File: config.mk
export PLATFORM = sky130hd
export DESIGN_NAME = reg_file_sb_flat
export DESIGN_NICKNAME = d
export VERILOG_FILES = /design/src/rtl/reg_file_sb_if.sv /design/src/rtl/reg_file_sb.sv /design/src/flat_wrapper.sv
export SDC_FILE = /design/constraint.sdc
export NUM_CORES = 1
export LEC_CHECK = 0
export CAP_MARGIN = 40
export CORE_ASPECT_RATIO = 0.8
export CORE_UTILIZATION = 55
export CTS_BUF_LIST = sky130_fd_sc_hd__clkbuf_4 sky130_fd_sc_hd__clkbuf_8 sky130_fd_sc_hd__clkbuf_16
export DETAILED_ROUTE_END_ITERATION = 8
export PLACE_DENSITY_LB_ADDON = 0.05
export SYNTH_ARGS = -nofsm -noshare
export SYNTH_HDL_FRONTEND = slang
export SYNTH_SLANG_ARGS = --single-unit
export TNS_END_PERCENT = 20
File: constraint.sdc
create_clock -name clk -period 7 [get_ports clk]
set_input_delay 1.4 -clock clk [delete_from_list [all_inputs] [get_ports clk]]
set_output_delay 1.4 -clock clk [all_outputs]
set_load 0.005 [all_outputs]
File: src/rtl/reg_file_sb_if.sv
// reg_file_sb_if: WB write, ID read/issue and hazard/status signals of reg_file_sb
interface reg_file_sb_if #(
    parameter int DATA_W = 8,
    parameter int ADDR_W = 3
);
    logic              RegWrite;
    logic [ADDR_W-1:0] write_reg_num;
    logic [DATA_W-1:0] write_data;
    logic [ADDR_W-1:0] read_reg_num_1;
    logic [ADDR_W-1:0] read_reg_num_2;
    logic [DATA_W-1:0] read_data_1;
    logic [DATA_W-1:0] read_data_2;
    logic              issue_valid;
    logic [ADDR_W-1:0] issue_reg;
    logic              hazard_1;
    logic              hazard_2;
    logic [ADDR_W:0]   pending_count;
    logic              wb_err;
    modport master (
        output RegWrite, write_reg_num, write_data, read_reg_num_1, read_reg_num_2,
               issue_valid, issue_reg,
        input  read_data_1, read_data_2, hazard_1, hazard_2, pending_count, wb_err
    );
    modport slave (
        input  RegWrite, write_reg_num, write_data, read_reg_num_1, read_reg_num_2,
               issue_valid, issue_reg,
        output read_data_1, read_data_2, hazard_1, hazard_2, pending_count, wb_err
    );
endinterface

File: src/rtl/reg_file_sb.sv
// reg_file_sb: 2R/1W register file with pending-write scoreboard; REGFILE_BYPASS_EN enables WB write-through
module reg_file_sb #(
    parameter int DATA_W   = 8,
    parameter int ADDR_W   = 3,
    parameter int NUM_REGS = 8,
    parameter int ZERO_REG = 0,
    parameter int INIT_IDX = 1
) (
    input logic          clk,
    input logic          rst,
    reg_file_sb_if.slave bus
);
`ifdef REGFILE_BYPASS_EN
    localparam bit BYPASS = 1'b1;
`else
    localparam bit BYPASS = 1'b0;
`endif
    logic [DATA_W-1:0]   regs [NUM_REGS];
    logic [NUM_REGS-1:0] pending;
    logic [NUM_REGS-1:0] set_mask;
    logic [NUM_REGS-1:0] clr_mask;
    logic                we;
    logic                iv;
    logic                inc;
    logic                dec;
    logic                v1;
    logic                v2;
    logic                byp1;
    logic                byp2;

    function automatic logic addr_ok(input logic [ADDR_W-1:0] a);
        return (int'(a) < NUM_REGS) && !(ZERO_REG != 0 && a == '0);
    endfunction

    assign we  = bus.RegWrite && addr_ok(bus.write_reg_num);
    assign iv  = bus.issue_valid && addr_ok(bus.issue_reg);
    assign set_mask = iv ? NUM_REGS'(1) << bus.issue_reg : '0;
    assign clr_mask = we ? NUM_REGS'(1) << bus.write_reg_num : '0;
    // a same-register set+clear keeps the bit set, so it must not count as a release
    assign inc = iv && !pending[bus.issue_reg];
    assign dec = we && pending[bus.write_reg_num] && !(iv && bus.issue_reg == bus.write_reg_num);

    for (genvar r = 0; r < NUM_REGS; r++) begin : g_reg
        // each register resets to its index (or zero) and captures WB data when addressed
        always_ff @(posedge clk or negedge rst)
            if (!rst) regs[r] <= INIT_IDX != 0 ? DATA_W'(r) : '0;
            else if (we && int'(bus.write_reg_num) == r) regs[r] <= bus.write_data;
    end

    // scoreboard bits, incremental pending count and sticky orphan-write flag
    always_ff @(posedge clk or negedge rst)
        if (!rst) begin
            pending           <= '0;
            bus.pending_count <= '0;
            bus.wb_err        <= 1'b0;
        end else begin
            pending           <= (pending & ~clr_mask) | set_mask;
            bus.pending_count <= bus.pending_count + (ADDR_W+1)'(inc) - (ADDR_W+1)'(dec);
            bus.wb_err        <= bus.wb_err | (we && !pending[bus.write_reg_num]);
        end

    assign v1   = addr_ok(bus.read_reg_num_1);
    assign v2   = addr_ok(bus.read_reg_num_2);
    assign byp1 = BYPASS && we && bus.read_reg_num_1 == bus.write_reg_num;
    assign byp2 = BYPASS && we && bus.read_reg_num_2 == bus.write_reg_num;

    // combinational operand reads with optional write-through of the WB value
    always_comb begin
        bus.read_data_1 = byp1 ? bus.write_data : v1 ? regs[bus.read_reg_num_1] : '0;
        bus.read_data_2 = byp2 ? bus.write_data : v2 ? regs[bus.read_reg_num_2] : '0;
        bus.hazard_1    = !byp1 && v1 && pending[bus.read_reg_num_1];
        bus.hazard_2    = !byp2 && v2 && pending[bus.read_reg_num_2];
    end
endmodule

File: src/flat_wrapper.sv
// flat-port wrapper written by rule: the top's interface ports become plain ports
module reg_file_sb_flat 
#(
    parameter int DATA_W   = 8,
    parameter int ADDR_W   = 3,
    parameter int NUM_REGS = 8,
    parameter int ZERO_REG = 0,
    parameter int INIT_IDX = 1
)
  (clk, rst, bus_RegWrite, bus_write_reg_num, bus_write_data, bus_read_reg_num_1, bus_read_reg_num_2, bus_issue_valid, bus_issue_reg, bus_read_data_1, bus_read_data_2, bus_hazard_1, bus_hazard_2, bus_pending_count, bus_wb_err);
  reg_file_sb_if #(.DATA_W(DATA_W), .ADDR_W(ADDR_W)) bus_i ();
  input logic clk;
  input logic rst;
  input wire logic [$bits(bus_i.RegWrite)-1:0] bus_RegWrite;
  input wire logic [$bits(bus_i.write_reg_num)-1:0] bus_write_reg_num;
  input wire logic [$bits(bus_i.write_data)-1:0] bus_write_data;
  input wire logic [$bits(bus_i.read_reg_num_1)-1:0] bus_read_reg_num_1;
  input wire logic [$bits(bus_i.read_reg_num_2)-1:0] bus_read_reg_num_2;
  input wire logic [$bits(bus_i.issue_valid)-1:0] bus_issue_valid;
  input wire logic [$bits(bus_i.issue_reg)-1:0] bus_issue_reg;
  output wire logic [$bits(bus_i.read_data_1)-1:0] bus_read_data_1;
  output wire logic [$bits(bus_i.read_data_2)-1:0] bus_read_data_2;
  output wire logic [$bits(bus_i.hazard_1)-1:0] bus_hazard_1;
  output wire logic [$bits(bus_i.hazard_2)-1:0] bus_hazard_2;
  output wire logic [$bits(bus_i.pending_count)-1:0] bus_pending_count;
  output wire logic [$bits(bus_i.wb_err)-1:0] bus_wb_err;
  assign bus_i.RegWrite = bus_RegWrite;
  assign bus_i.write_reg_num = bus_write_reg_num;
  assign bus_i.write_data = bus_write_data;
  assign bus_i.read_reg_num_1 = bus_read_reg_num_1;
  assign bus_i.read_reg_num_2 = bus_read_reg_num_2;
  assign bus_i.issue_valid = bus_issue_valid;
  assign bus_i.issue_reg = bus_issue_reg;
  assign bus_read_data_1 = bus_i.read_data_1;
  assign bus_read_data_2 = bus_i.read_data_2;
  assign bus_hazard_1 = bus_i.hazard_1;
  assign bus_hazard_2 = bus_i.hazard_2;
  assign bus_pending_count = bus_i.pending_count;
  assign bus_wb_err = bus_i.wb_err;
  reg_file_sb #(.DATA_W(DATA_W), .ADDR_W(ADDR_W), .NUM_REGS(NUM_REGS), .ZERO_REG(ZERO_REG), .INIT_IDX(INIT_IDX)) u_core (.clk(clk), .rst(rst), .bus(bus_i));
endmodule
==> Implementation_results.wiki, run 1 <==
{| class="wikitable"
! Metric !! Value
|-
| Setup crit start || bus_read_reg_num_2[0]
|-
| Switch share || 0.257
|-
| Buffer levels on the longest clock path || 2
|-
| DIE HEIGHT || 82.0 um
|-
| Clock latency of the later-clocked register in the worst-skew pair || 0.35 ns
|-
| Average wire per cell in the routed design || 21.7 um
|-
| Core area || 7570 um^2
|-
| Seq/Total Area, Yosys || 0.442
|-
| RSZ-0062 raised after global routing || false
|-
| VDD IR-drop max || 0.000185 V
|-
| Pin count of the biggest net entering global routing || 51
|-
| Total length of routed met2 wires || 4400 um
|-
| Power per cell area || 283 nW/um^2
|-
| Met1 WL || 4310 um
|-
| Placement row count || 28
|-
| Critical path arrival || 3.54 ns
|-
| Final Cycle Share || 0.706
|-
| Buffer count from post-CTS setup fixing || 0
|-
| Count of input and output buffers || 46
|-
| Primary flip-flop cell chosen by synthesis mapping || dfrtp_1
|-
| Number of global-route vias before repair || 2703
|-
| Gate power share || 0.301
|-
| Placed wire-length estimate after detailed placement || 6160 um
|-
| Number of primary I/O pins || 47
|-
| Ys Warns || 0
|-
| WL met3 || 450 um
|-
| Post-detailed-route via-to-cell ratio || 6.10
|-
| Topmost layer with routed signal wires || met4
|-
| Sequential cell fraction of total power || 0.435
|-
| X dimension of the die || 102 um
|-
| Number of hold violations in the final report || 0
|-
| CTS clk-pin slew, worst paths || 0.07 ns
|-
| Clock sink total || 77
|-
| All-Layer GR Usage || 0.247
|-
| Peak clock frequency supported by timing || 0.202 GHz
|-
| Max FO, Critical Path || 18
|-
| Post-synthesis instance area || 4400 um^2
|-
| Min Clock Period, post-route || 4.94 ns
|-
| Count of flip-flops with a built-in enable after synthesis || 0
|-
| Worst reg2reg path startpoint || u_core.pending[2]$_DFF_PN0_
|-
| Max-slew violation total from the final report || 0
|-
| Layout filler cell count || 526
|-
| Startpoint Class || primary input
|-
| CP required || 5.60 ns
|-
| Net count after synthesis || 300
|-
| Worst hold slack after final layout || 0.473 ns
|-
| Outcome || complete, no violations
|-
| Synthesized flop and latch total || 77
|-
| Max-capacitance violation count || 0
|-
| Via Count || 2619
|-
| Total global routing overflow || 0
|-
| Drt pass-1 iters || 4
|-
| Mean instance size in the synthesized netlist || 16.2 um^2
|-
| Fin Clk Skew || 0.00452 ns
|-
| Leakage component of the power || 2.14 nW
|-
| Net Switching || 0.377 mW
|-
| TritonCTS Buffers || 9
|-
| Pin slew with the least headroom to its limit || 0.852 ns
|-
| Fin nets || 348
|-
| Design internal power || 1.09 mW
|-
| Full die area || 8360 um^2
|-
| Hold Path Origin || u_core.bus.wb_err$_DFF_PN0_
|-
| Total of hold buffers inserted after clock tree synthesis || 0
|-
| Count of cells resized by post-cts repair || 0
|-
| Post-Syn Instances || 271
|-
| Count of antenna-violating nets left after detailed routing || 0
|-
| Setup_tns || 0 ns
|-
| Count of antenna diodes in the layout || 0
|-
| Setup-violating endpoint count in the final report || 0
|-
| Area growth, synth to finish || 18.0%
|-
| Worst slew slack as a fraction of its limit || 0.429
|-
| Type of the tightest min-delay check || register to register
|-
| Final wirelength || 9310 um
|-
| Crit end category || primary output
|-
| Post-synthesis cell type count || 33
|-
| DR DRC count || 0
|-
| Starting Density || 0.581
|-
| Clock H-tree levels || 3
|-
| Iter 0 DRT Violations || 92
|-
| WS Path Type || primary input to primary output
|-
| First-pass GRT wire length || 14500 um
|-
| Portion of total power attributed to the clock network || 0.264
|-
| Root buf cell || clkbuf_8
|-
| TritonCTS clock tree || done
|-
| Number of antenna violations at the first check in global routing || 0
|-
| Share of synthesized flip-flops with an asynchronous set or reset || 1.00
|-
| Weighted congestion at the end of routability-driven global placement || 0.788
|-
| Fraction of final layout cells with drive strength greater than 1 || 0.441
|}
-- placed cells by master (no fill, tap or decap), drive strengths merged --
cell type	n
nor3b	2
xnor2	5
nor3	2
nand4b	3
and2	1
mux4	40
fa	1
and3	1
nand2	7
inv	10
a21oi	1
clkbuf	13
a21o	1
o21bai	1
clkinvlp	1
dfstp	12
o32ai	2
o22ai	2
mux2i	1
nand2b	4
dfrtp	65
bufinv	2
buf	8
ha	4
xor2	1
o21ai	4
clkdlybuf4s50	45
nand4	2
mux2	83
-- path summary, 6_finish.rpt --
kind,end,depth (start not counted),slack [ns]
max in group asynchronous,u_core.regs[10]$_DFFE_PN1P_,3,5.33
max,bus_read_data_2[3],5,2.06
max reg2reg,u_core.bus.pending_count[2]$_DFF_PN0_,8,4.33
min in group asynchronous,u_core.bus.wb_err$_DFF_PN0_,2,1.05
min,u_core.bus.wb_err$_DFF_PN0_,1,0.47
min reg2reg,u_core.bus.wb_err$_DFF_PN0_,1,0.47
-- critical path, cell delays in order --
cell,delay (ns)
clkdlybuf4s50_1,0.46
buf_4,0.33
mux4_1,0.61
mux2_2,0.29
clkdlybuf4s50_1,0.45
-- metrics by stage --
stage | instance area (um^2) | total power [mW] | cells | setup slack [ns] | utilization
2_1_floorplan | 4400 | 0.913 | 271 | 3.12 | -
3_3_place_gp | 4880 | 1.07 | 409 | 1.96 | 0.645
3_5_place_dp | 4950 | 1.09 | 413 | 2.05 | 0.654
4_1_cts | 5190 | 1.48 | 429 | 2.04 | 0.686
5_1_grt | 5190 | 1.56 | 429 | 1.96 | 0.686
6_report | 5190 | 1.47 | 429 | 2.06 | 0.686
-- registers in the layout (all words and copies together), names as in the netlist --
name	flops
u_core.bus.pending_count	4
u_core.bus.wb_err	1
u_core.pending	8
u_core.regs	64
-- final cells by class --
cell class	instances	area [um^2]	share of cell area
clock buffers	13	173	0.0333
clock inverters	3	67.6	0.0130
inverters	10	37.5	0.00723
multi-input cells	168	2290	0.442
flip-flops and latches	77	1940	0.374
well taps	105	131	0.0253
repair buffers	53	543	0.105
-- synth_stat cells (3+ instances only) --
cell / count / area share
mux4_1: 21 / 0.13
mux4_2: 19 / 0.097
clkbuf_1: 3 / 0.0026
nand2_1: 7 / 0.0060
nand2b_1: 3 / 0.0043
dfstp_2: 12 / 0.072
mux2_2: 82 / 0.21
buf_6: 3 / 0.0077
o21ai_0: 4 / 0.0046
inv_1: 10 / 0.0085
ha_1: 4 / 0.011
dfrtp_1: 65 / 0.37
buf_2: 6 / 0.0068
nand4b_1: 3 / 0.0060
xnor2_1: 5 / 0.010
-- per-layer routing --
layer | global-route usage | up-vias
li1 | - | 1171
met1 | 0.336 | 1372
met2 | 0.396 | 65
met3 | 0.0638 | 11
met4 | 0.0743 | 0
met5 | 0 | -
-- cell families (layout without fill, tap and decap cells) --
group / after synthesis / count (layout) / share of synthesized area
buffers and inverters: 26 / 79 / 0.0364
xor gates and xnor gates: 6 / 6 / 0.0120
DFF: 77 / 77 / 0.442
AOI/OAI and AO/OA: 11 / 11 / 0.0159
adders and majority gates: 5 / 5 / 0.0159
and+or+nand+nor: 22 / 22 / 0.0396
muxes: 124 / 124 / 0.439
-- power by group through the flow --
stage | logic, mW | clock network, mW | registers [mW]
6_report | 0.442 | 0.388 | 0.639
5_1_grt | 0.486 | 0.418 | 0.654
4_1_cts | 0.449 | 0.397 | 0.637
3_5_place_dp | 0.446 | 0 | 0.646
3_3_place_gp | 0.431 | 0 | 0.640
2_1_floorplan | 0.295 | 0 | 0.618
(Power assumes the default switching activity.)
==> run 2, diff against run 1 <==
Clock period 7 ns to 4.6 ns, I/O delays scaled along.
==> Implementation_results.wiki, run 2 (synthesis results as in run 1) <==
{| class="wikitable"
! Metric !! Value
|-
| Full die area || 8360 um^2 (unchanged)
|-
| Count of cells resized by post-cts repair || 0 (unchanged)
|-
| Pin count of the biggest net entering global routing || 51 (unchanged)
|-
| Delay of the slowest cell on the worst path || 0.59 ns (-0.02 ns)
|-
| Crit end category || primary output
|-
| Max-capacitance violation count || 0 (unchanged)
|-
| Most frequent cell on the critical path || clkdlybuf4s50_1
|-
| Critical path arrival || 3.03 ns (-0.51 ns)
|-
| Setup-violating endpoint count in the final report || 0 (unchanged)
|-
| Register with the most flip-flops || u_core.regs
|-
| Starting Density || 0.581 (unchanged)
|-
| Clock sink total || 77 (unchanged)
|-
| WS Path Type || primary input to primary output
|-
| DR DRC count || 0 (unchanged)
|-
| Worst slew slack as a fraction of its limit || 0.466 (+0.0366)
|-
| Iter 0 DRT Violations || 166 (+80%)
|-
| Placed wire-length estimate after detailed placement || 6190 um (+0.46%)
|-
| Fin nets || 348 (unchanged)
|-
| Final worst slack || 0.646 ns (-1.41 ns)
|-
| Cells along the critical path || clkdlybuf4s50_1, buf_4, mux4_1, mux2_2, clkdlybuf4s50_1
|-
| Core area || 7570 um^2 (unchanged)
|-
| Number of flip-flops under the largest register name || 64 (unchanged)
|-
| Number of hold violations in the final report || 0 (unchanged)
|-
| Number of primary I/O pins || 47 (unchanged)
|-
| Number of global-route vias before repair || 2657 (-1.7%)
|-
| Commonest non-fill, non-tap cells in the layout || mux2_2, dfrtp_1, clkdlybuf4s50_1
|-
| Total of hold buffers inserted after clock tree synthesis || 0 (unchanged)
|-
| TritonCTS Buffers || 9 (unchanged)
|-
| VDD IR-drop max || 0.000265 V (+43%)
|-
| Buffer count from post-CTS setup fixing || 0 (unchanged)
|-
| Root buf cell || clkbuf_8
|-
| Final Cycle Share || 0.859
|-
| Placement row count || 28 (unchanged)
|-
| Biggest registers after layout || u_core.regs: 64 flops, u_core.pending: 8 flops, u_core.bus.pending_count: 4 flops
|-
| DIE HEIGHT || 82.0 um (unchanged)
|-
| TritonCTS clock tree || done
|-
| Fraction of final layout cells with drive strength greater than 1 || 0.441 (unchanged)
|-
| Count of input and output buffers || 46 (unchanged)
|-
| Weighted congestion at the end of routability-driven global placement || 0.814 (+3.3%)
|-
| Clock latency of the later-clocked register in the worst-skew pair || 0.34 ns (about the same)
|-
| CP required || 3.68 ns (-1.92 ns)
|-
| Drt pass-1 iters || 4 (unchanged)
|-
| Power consumption || 2.10 mW (+43%)
|-
| RSZ-0062 raised after global routing || false
|-
| Min Clock Period, post-route || 3.95 ns
|-
| Most frequent standard cell in the layout excluding fill and tap cells || mux2_2
|-
| Post-detailed-route via-to-cell ratio || 6.27 (+2.6%)
|-
| Max stage delay cell, worst path || mux4_1
|-
| X dimension of the die || 102 um (unchanged)
|-
| Layout filler cell count || 562 (+6.8%)
|-
| Count of antenna diodes in the layout || 0 (unchanged)
|-
| All-Layer GR Usage || 0.251 (+0.00333)
|-
| Via Count || 2688 (+2.6%)
|-
| Leakage component of the power || 2.10 nW (-2.0%)
|-
| Clock H-tree levels || 3 (unchanged)
|-
| Max FO, Critical Path || 18 (unchanged)
|-
| Power per cell area || 412 nW/um^2 (+46%)
|-
| Startpoint Class || primary input
|-
| Area growth, synth to finish || 15.9%
|-
| Pin slew with the least headroom to its limit || 0.797 ns (-0.0547 ns)
|-
| Fin Clk Skew || 0.0110 ns (+0.00647 ns)
|-
| Final wirelength || 9430 um (+1.4%)
|-
| Type of the tightest min-delay check || register to register
|-
| Outcome || complete, no violations
|-
| Max-slew violation total from the final report || 0 (unchanged)
|-
| Worst setup slack after placement || 0.629 ns (-1.43 ns)
|-
| CTS clk-pin slew, worst paths || 0.08 ns (about the same)
|-
| Peak clock frequency supported by timing || 0.253 GHz
|-
| Total global routing overflow || 0 (unchanged)
|-
| Number of antenna violations at the first check in global routing || 0 (unchanged)
|-
| Count of antenna-violating nets left after detailed routing || 0 (unchanged)
|-
| Buffer levels on the longest clock path || 2 (unchanged)
|-
| Average wire per cell in the routed design || 22.0 um (+1.4%)
|-
| Setup_tns || 0 ns (unchanged)
|-
| First-pass GRT wire length || 15000 um (+3.4%)
|}
==> run 2: cell types whose count changed in the layout (fill, tap and decap cells not counted), moves of 2 or more <==
| cell | before | now |
|---|---|---|
| bufinv_16 | 2 | 0 |
| clkinv_2 | 0 | 3 |
| buf_4 | 3 | 6 |
| clkbuf_8 | 12 | 10 |
==> run 2: layer usage <==
metal | wire length (um) | global-route usage | vias to the layer above
met4 | 90 | 0.0557 | 0
met3 | 471 | 0.0545 | 7
met1 | 4500 | 0.370 | 1432
li1 | - | - | 1170
met5 | 0 | 0 | -
met2 | 4370 | 0.383 | 79
==> run 2: stage by stage <==
stage / utilization / hold WS (ns) / cell area, um^2 / instances
floorplan: - / 0.468 / 4400 / 271
global placement: 0.648 / 0.457 / 4910 / 412
detailed placement: 0.650 / 0.462 / 4920 / 413
CTS: 0.673 / 0.484 / 5090 / 429
global route: 0.673 / 0.512 / 5090 / 429
finish: 0.673 / 0.483 / 5090 / 429
==> run 2: path summary, 6_finish.rpt <==
| path | endpoint | slack, ns | from | cells past startpoint |
|---|---|---|---|---|
| hold reg to reg | u_core.bus.wb_err$_DFF_PN0_ | 0.48 | u_core.bus.wb_err$_DFF_PN0_ | 1 |
| setup reg to reg | u_core.bus.pending_count[2]$_DFF_PN0_ | 1.98 | u_core.pending[2]$_DFF_PN0_ | 8 |
| hold / removal | u_core.bus.wb_err$_DFF_PN0_ | 0.48 | u_core.bus.wb_err$_DFF_PN0_ | 1 |
| max in group asynchronous | u_core.regs[39]$_DFFE_PN0P_ | 2.91 | rst | 2 |
| min in group asynchronous | u_core.bus.wb_err$_DFF_PN0_ | 0.59 | rst | 1 |
| setup / recovery | bus_read_data_2[3] | 0.65 | bus_read_reg_num_2[0] | 5 |
==> run 2: area by class of cell <==
cell class                      instances  area, um^2  area share
Clock inverter                          6        38.8     0.00761
Inverter                               10        37.5     0.00737
Sequential cell                        77        1940       0.381
Clock buffer                           10         138      0.0270
Multi-Input combinational cell        168        2290       0.451
Timing Repair Buffer                   53         512       0.100
Tap cell                              105         131      0.0258
==> run 2: worst max-delay path: cells and delay by family <==
| kind | cells | cell delay [ns] |
|---|---|---|
| buf+inv | 3 | 1.22 |
| mux | 2 | 0.87 |
==> run 2: where the power goes <==
group	internal, mW	leakage [nW]	total (mW)	switching (mW)
clock	0.209	0.0880	0.455	0.246
sequential	0.854	0.898	0.976	0.122
combinational	0.448	1.12	0.670	0.222
total	1.51	2.10	2.10	0.590
